`src/rtl/edp_mpy_seq_pkg.sv`:
```
// Shared EBOX encodings for the EDP multiply sequencer: MQ shift function,
// AD operation, sequencer states and the step-count limit.
`timescale 1ns/1ps
package edp_mpy_seq_pkg;

  localparam logic [5:0] MAX_STEPS = 6'd36;

  // Same encoding the EDP MQ mux decodes.
  typedef enum logic [1:0] {
    MQ_LOAD = 2'd0,
    MQ_SHL  = 2'd1,
    MQ_SHR  = 2'd2,
    MQ_HOLD = 2'd3
  } mq_sel_e;

  typedef enum logic [1:0] {
    AD_PASS = 2'd0,
    AD_ADD  = 2'd1,
    AD_SUB  = 2'd2
  } ad_op_e;

  typedef enum logic [1:0] {
    ST_IDLE = 2'd0,
    ST_LOAD = 2'd1,
    ST_STEP = 2'd2,
    ST_DONE = 2'd3
  } state_e;

  function automatic logic [5:0] clamp_steps(input logic [5:0] steps);
    return (steps > MAX_STEPS) ? MAX_STEPS : steps;
  endfunction

endpackage

```
`src/rtl/edp_mpy_seq.sv`:
```
// Shift-add multiply sequencer for the EDP: drives MQ shift, AD op and
// BR/AR/ARX load enables through LOAD, N STEP cycles and a DONE pulse.
//
// state | meaning
// IDLE  | waiting for start; outputs quiescent
// LOAD  | load BR and MQ, step counter holds min(steps,36)
// STEP  | one shift-add step per cycle, counter counts down
// DONE  | one-cycle completion pulse
`timescale 1ns/1ps
module edp_mpy_seq
  import edp_mpy_seq_pkg::*;
(
  input  logic       clk,
  input  logic       rstN,
  input  logic       start,
  input  logic [5:0] steps,
  input  logic       signedMode,
  input  logic       mq35,
  input  logic       abort,
  output logic [1:0] mqSel,
  output logic [1:0] adOp,
  output logic       brLoad,
  output logic       arLoad,
  output logic       arxLoad,
  output logic       busy,
  output logic       done,
  output logic [5:0] stepCnt
);

  state_e     state_q, state_d;
  logic [5:0] cnt_q, cnt_d;
  mq_sel_e    mq_sel;
  ad_op_e     ad_op;

  always_ff @(posedge clk or negedge rstN) begin
    if (!rstN) begin
      state_q <= ST_IDLE;
      cnt_q   <= '0;
    end else begin
      state_q <= state_d;
      cnt_q   <= cnt_d;
    end
  end

  always_comb begin
    state_d = state_q;
    cnt_d   = cnt_q;
    mq_sel  = MQ_HOLD;
    ad_op   = AD_PASS;
    brLoad  = 1'b0;
    arLoad  = 1'b0;
    arxLoad = 1'b0;
    busy    = 1'b1;
    done    = 1'b0;
    case (state_q)
      ST_IDLE: begin
        busy = 1'b0;
        if (start && !abort) begin
          state_d = ST_LOAD;
          cnt_d   = clamp_steps(steps);
        end
      end
      ST_LOAD: begin
        brLoad  = 1'b1;
        mq_sel  = MQ_LOAD;
        state_d = (cnt_q != '0) ? ST_STEP : ST_DONE;
      end
      ST_STEP: begin
        arLoad  = 1'b1;
        arxLoad = 1'b1;
        mq_sel  = MQ_SHR;
        // Last step of a signed multiply subtracts to correct for the sign bit.
        if (mq35) ad_op = (signedMode && cnt_q == 6'd1) ? AD_SUB : AD_ADD;
        if (cnt_q != '0) cnt_d = cnt_q - 6'd1;
        if (cnt_q <= 6'd1) state_d = ST_DONE;
      end
      ST_DONE: begin
        done    = 1'b1;
        state_d = ST_IDLE;
      end
      default: state_d = ST_IDLE;
    endcase
    if (abort && state_q != ST_IDLE) begin
      state_d = ST_IDLE;
      cnt_d   = '0;
    end
  end

  assign mqSel   = mq_sel;
  assign adOp    = ad_op;
  assign stepCnt = cnt_q;

  a_step_cnt_nonzero: assert property (
    @(posedge clk) disable iff (!rstN) !(state_q == ST_STEP && cnt_q == '0));

endmodule

```
`config.mk`:
```
export PLATFORM = sky130hd
export DESIGN_NAME = edp_mpy_seq
export DESIGN_NICKNAME = d
export VERILOG_FILES = /design/src/rtl/edp_mpy_seq_pkg.sv /design/src/rtl/edp_mpy_seq.sv
export SDC_FILE = /design/constraint.sdc
export NUM_CORES = 1
export LEC_CHECK = 0
export BUFFER_PORTS_ARGS = -buffer_cell sky130_fd_sc_hd__buf_4
export CORE_UTILIZATION = 47
export CTS_CLUSTER_SIZE = 8
export DETAILED_ROUTE_END_ITERATION = 12
export PLACE_DENSITY_LB_ADDON = 0.12
export SKIP_LAST_GASP = 1
export SYNTH_ARGS = -nofsm -noshare
export SYNTH_HDL_FRONTEND = slang
export SYNTH_SLANG_ARGS = --single-unit
export TNS_END_PERCENT = 20
```
`constraint.sdc`:
```
create_clock -name clk -period 1.9 [get_ports clk]
set_clock_uncertainty 0.1 [all_clocks]
set_input_delay 0.38 -clock clk [delete_from_list [all_inputs] [get_ports clk]]
set_output_delay 0.38 -clock clk [all_outputs]
set_load 0.01 [all_outputs]
```
# Yosys cells after proc, flatten, opt, wreduce, memory -nomap -nowiden
# Index checks and enable logic that the tools add are counted.
# word_totals
ff_bits	8
inputBits	12
output_inout_bits	15
word_cells	40
# classes
add_sub_neg	1
n_lt_le_gt_ge	2
n_eq_ne	7
muxes	18
reduce_logical	10
# ops
op	count
$mux W6	4
$mux W2	6
$pmux W6 S2	1
$ne A3 B3 Y1 const B	3
$pmux W2 S4	1
$eq A6 B1 Y1 const B	1
$gt A6 B6 Y1 const B	1
$le A6 B1 Y1 const B	1
$reduce_bool A6 Y1	1
$sub A6 B1 Y6 const B	1
$mux W1	5
$eq A2 B2 Y1 const B	2
$pmux W2 S2	1
$logic_and A1 B1 Y1	3
$reduce_and A3 Y1	1
$reduce_bool A3 Y1	1
$eq A2 B1 Y1 const B	1
$logic_not A2 Y1	1
$reduce_and A2 Y1	1
$reduce_bool A2 Y1	1
$logic_not A1 Y1	1

# Depth between registers and ports, before layout
# logic_depth
word_depth	5
mapped_depth	6
depth_no_buf	6

# Worst setup path before layout
# Ideal clock, no wire load.
# synth_path
kind	register -> output
startpoint	register state_q[0]
endpoint	output adOp[1]
arrival_ns	1.502
t_required_ns	1.420
slack_ns	-0.082
stages_incl_launch_ff	6
n_path_buf	1
cell_sequence	dfrtp_1 inv_1 ha_1 clkbuf_1 nand2_1 nor3_1
# synth_via
elab_chain_cells	2
# synth_lines
element	line	rtl
from (decl)	edp_mpy_seq.sv:30	state_e state_q, state_d;
from (signal assigned)	edp_mpy_seq.sv:40	state_q <= state_d;
$eq A2 B2 Y1	edp_mpy_seq.sv:55	case (state_q)
$mux W2	edp_mpy_seq.sv:55	
to (decl)	edp_mpy_seq.sv:21	output logic [1:0] adOp,
# Every way passes these cells.

# Worst setup path after layout
# layout_path
startpoint	register cnt_q[3] (netlist: stepCnt[3])
endpoint	output adOp[1]
# layout_via
elab_chain_cells	5
# layout_lines
element	line	rtl
from (decl)	edp_mpy_seq.sv:31	logic [5:0] cnt_q, cnt_d;
from (signal assigned)	edp_mpy_seq.sv:41	cnt_q <= cnt_d;
$eq A6 B1 Y1	edp_mpy_seq.sv:73	if (mq35) ad_op = (signedMode && cnt_q == 6'd1) ? AD_SUB : AD_ADD;
$logic_and A1 B1 Y1	edp_mpy_seq.sv:73	
$mux W2 (2 in series)	edp_mpy_seq.sv:73	
$mux W2	edp_mpy_seq.sv:55	
# Every way passes these cells.

==> flow_summary.json <==
{
  "first_global_vias": 761,
  "ys_ff_latch": 8,
  "die-area_sq_um": 1720,
  "layout-drive-gt1-share_pct": 42.6,
  "maxCapViolations": 0,
  "finalCritPeriodShare_pct": 102,
  "wirelength_mm": 2.18,
  "leakage_nw": 0.522,
  "min_period_ns": 1.94,
  "wire_per_inst_um": 15.9,
  "die_h_um": 41.5,
  "slew_viol_final": 0,
  "final_cells": 137,
  "maxSlewHeadroom_pct": 70.5,
  "dp_hpwl_mm": 1.51,
  "syn_nets": 103,
  "port_buffers": 26,
  "cts_inserted_buffers": 3,
  "max_stage_delay_ns": 0.58,
  "clock_sinks": 8,
  "yosysSeqAreaShare_pct": 27.4,
  "drc": 0,
  "clkSlewWorstSetupHoldPaths_ns": 0.05,
  "worstSetupStartpointType": "flip-flop",
  "fillCellCount": 102,
  "rsz0062_at_grt": "true",
  "status": "finished with violations",
  "synth_top_area_share_pct": 27.4,
  "antenna_cells": 0,
  "setup-tns-final_ns": -0.0364,
  "syn_to_final_growth_pct": 50.1,
  "crit_chain": "or4_4 -> nor3_4 -> buf_6",
  "synthDistinctLibCells": 35,
  "worst_pin_slew_ns": 0.439,
  "dp_cells": 130,
  "cts_tree": "built",
  "nNetsFinal": 143,
  "final_common_cell": "buf_4",
  "cp.arrival_ns": 1.46,
  "grt_max_degree": 19,
  "use_met3_pct": 3.04,
  "initial_core_util_pct": 53.6,
  "cts.root.buffer_cell": "clkbuf_4",
  "setup_viol": 1,
  "grt_usage_pct": 27.1,
  "critPathKind": "flip-flop to output port",
  "grt_busiest_layer": "met2",
  "drtAntennaViolNets": 0,
  "use_met1_pct": 36.9,
  "clk_latency_ns": 0.25,
  "hold_viol": 0,
  "grt-ovfl-total": 0,
  "rrSetupSlack_ns": 0.04,
  "max_freq_mhz": 516,
  "synthCells": 84,
  "violations": "negative setup slack",
  "vias": 805,
  "crit_path_end_kind": "output port",
  "grt_pass1_wl_mm": 3.59,
  "synth_top_area_cell": "dfrtp_1",
  "synth_area_leaders": "dfrtp_1, ha_1, o2bb2ai_1",
  "final_cell_mix": "buf_4, inv_1, dfrtp_1",
  "cp.required_ns": 1.42,
  "power_w": 0.00168,
  "drtPass1Iterations": 4,
  "num_rows": 13,
  "hold_path_class": "input port to flip-flop",
  "routed_via_density": 5.88,
  "cts_max_level": 1,
  "fp.dieW_um": 41.5,
  "grtUsageMet2_pct": 44.1,
  "cts.path.max_buffers": 2,
  "fp.coreArea_sq_um": 1370,
  "antenna_found_initial": 0,
  "crit_path_top_delay_cell": "or4_4",
  "syn_area_per_cell_sq_um": 8.71,
  "yosysWarnings": 0,
  "critical_path.max_fanout": 2,
  "fin_ws_ns": -0.0364,
  "syn-cell-area_sq_um": 732,
  "ir_drop_v": 0.00112,
  "drtIter0Drc": 42,
  "powerDensity_nw_per_um2": 1530,
  "ios": 27,
  "gp_congestion": 0.936
}
[where the power goes]
| group | internal (W) | switching (W) | leakage, nW |
|---|---|---|---|
| Combinational | 0.000603 | 0.000661 | 0.405 |
| Clock | 0.0000722 | 0.0000573 | 0.0138 |
| Sequential | 0.000236 | 0.0000499 | 0.104 |
[layout make-up]
cell class	count	area (sq um)	area share, %
inverter	8	32.5	2.96
clock buffer	3	22.5	2.05
tap	15	18.8	1.71
sequential	8	201	18.3
multi-input combinational	65	519	47.3
timing repair buffer	38	304	27.7
[kinds of logic after synthesis]
logic type,synth area share [%]
xor+xnor,1.20
flops,27.4
simple gates,21.7
fa+ha+maj,12.0
mux,1.37
buf+inv,6.15
compound gates,30.3
[registers in the layout, summed over array words and instances, names as in the netlist]
signal	flops
state_q	2
stepCnt	6
[cells in the mapped netlist]
library cell	instances
dfrtp_1	8
inv_1	8
ha_1	7
nand2_1	6
o2bb2ai_1	5
a21oi_1	4
nor2_1	4
nor2b_1	4
nor3_1	3
o21ai_0	3
o221ai_1	3
a22o_1	2
a22oi_1	2
a31oi_1	2
clkbuf_1	2
nor4_1	2
a211o_1	1
a31o_1	1
a31o_2	1
and3b_2	1
and4_1	1
buf_4	1
mux2i_1	1
nand2b_1	1
nand3_1	1
nor3b_2	1
nor4b_1	1
o211ai_1	1
o21a_1	1
o21ai_1	1
o21ai_2	1
o21ai_4	1
or3_1	1
or4_4	1
xor2_1	1
[routing by layer]
metal	wire (um)	up-vias
li1	-	392
met1	910	361
met2	1060	46
met3	175	6
met4	34	0
met5	0	-
[path summary, 6_finish.rpt]
| path | startpoint | to | cells after the start |
|---|---|---|---|
| worst min-delay path | steps[0] | stepCnt[0]$_DFFE_PN0P_ | 3 |
| max in group asynchronous | rstN | state_q[0]$_DFFE_PN0P_ | 2 |
| worst min register to register | stepCnt[0]$_DFFE_PN0P_ | stepCnt[0]$_DFFE_PN0P_ | 2 |
| min in group asynchronous | rstN | stepCnt[4]$_DFFE_PN0P_ | 2 |
| worst max-delay path | stepCnt[3]$_DFFE_PN0P_ | adOp[1] | 3 |
| worst max register to register | state_q[1]$_DFFE_PN0P_ | stepCnt[1]$_DFFE_PN0P_ | 6 |
[stage by stage]
step | setup slack [ns] | utilization (%) | hold WS, ns | instance area, sq um
finish | -0.0364 | 80.4 | 0.352 | 1100
global route | -0.0816 | 80.4 | 0.334 | 1100
CTS | -0.0479 | 78.8 | 0.320 | 1080
detailed placement | 0.0868 | 73.6 | 0.102 | 1010
global placement | 0.135 | 73.6 | 0.101 | 1010
floorplan | 0.0651 | - | -0.0156 | 736
[worst max-delay path, delay by kind of cell (launching register included)]
family | cells | cell delay [ns]
and+or+nand+nor | 2 | 0.71
DFF | 1 | 0.37
buffers and inverters | 1 | 0.12
[timing repair]
item,in CTS,in global routing
setup endpoints to repair,2,9
endpoints found under the hold margin,8,0
cloned,0,0
gates resized for setup,5,4
buffers inserted,2,1
pin swaps,2,1
hold buffers,1,0
Power figures use the tool's default switching activity.
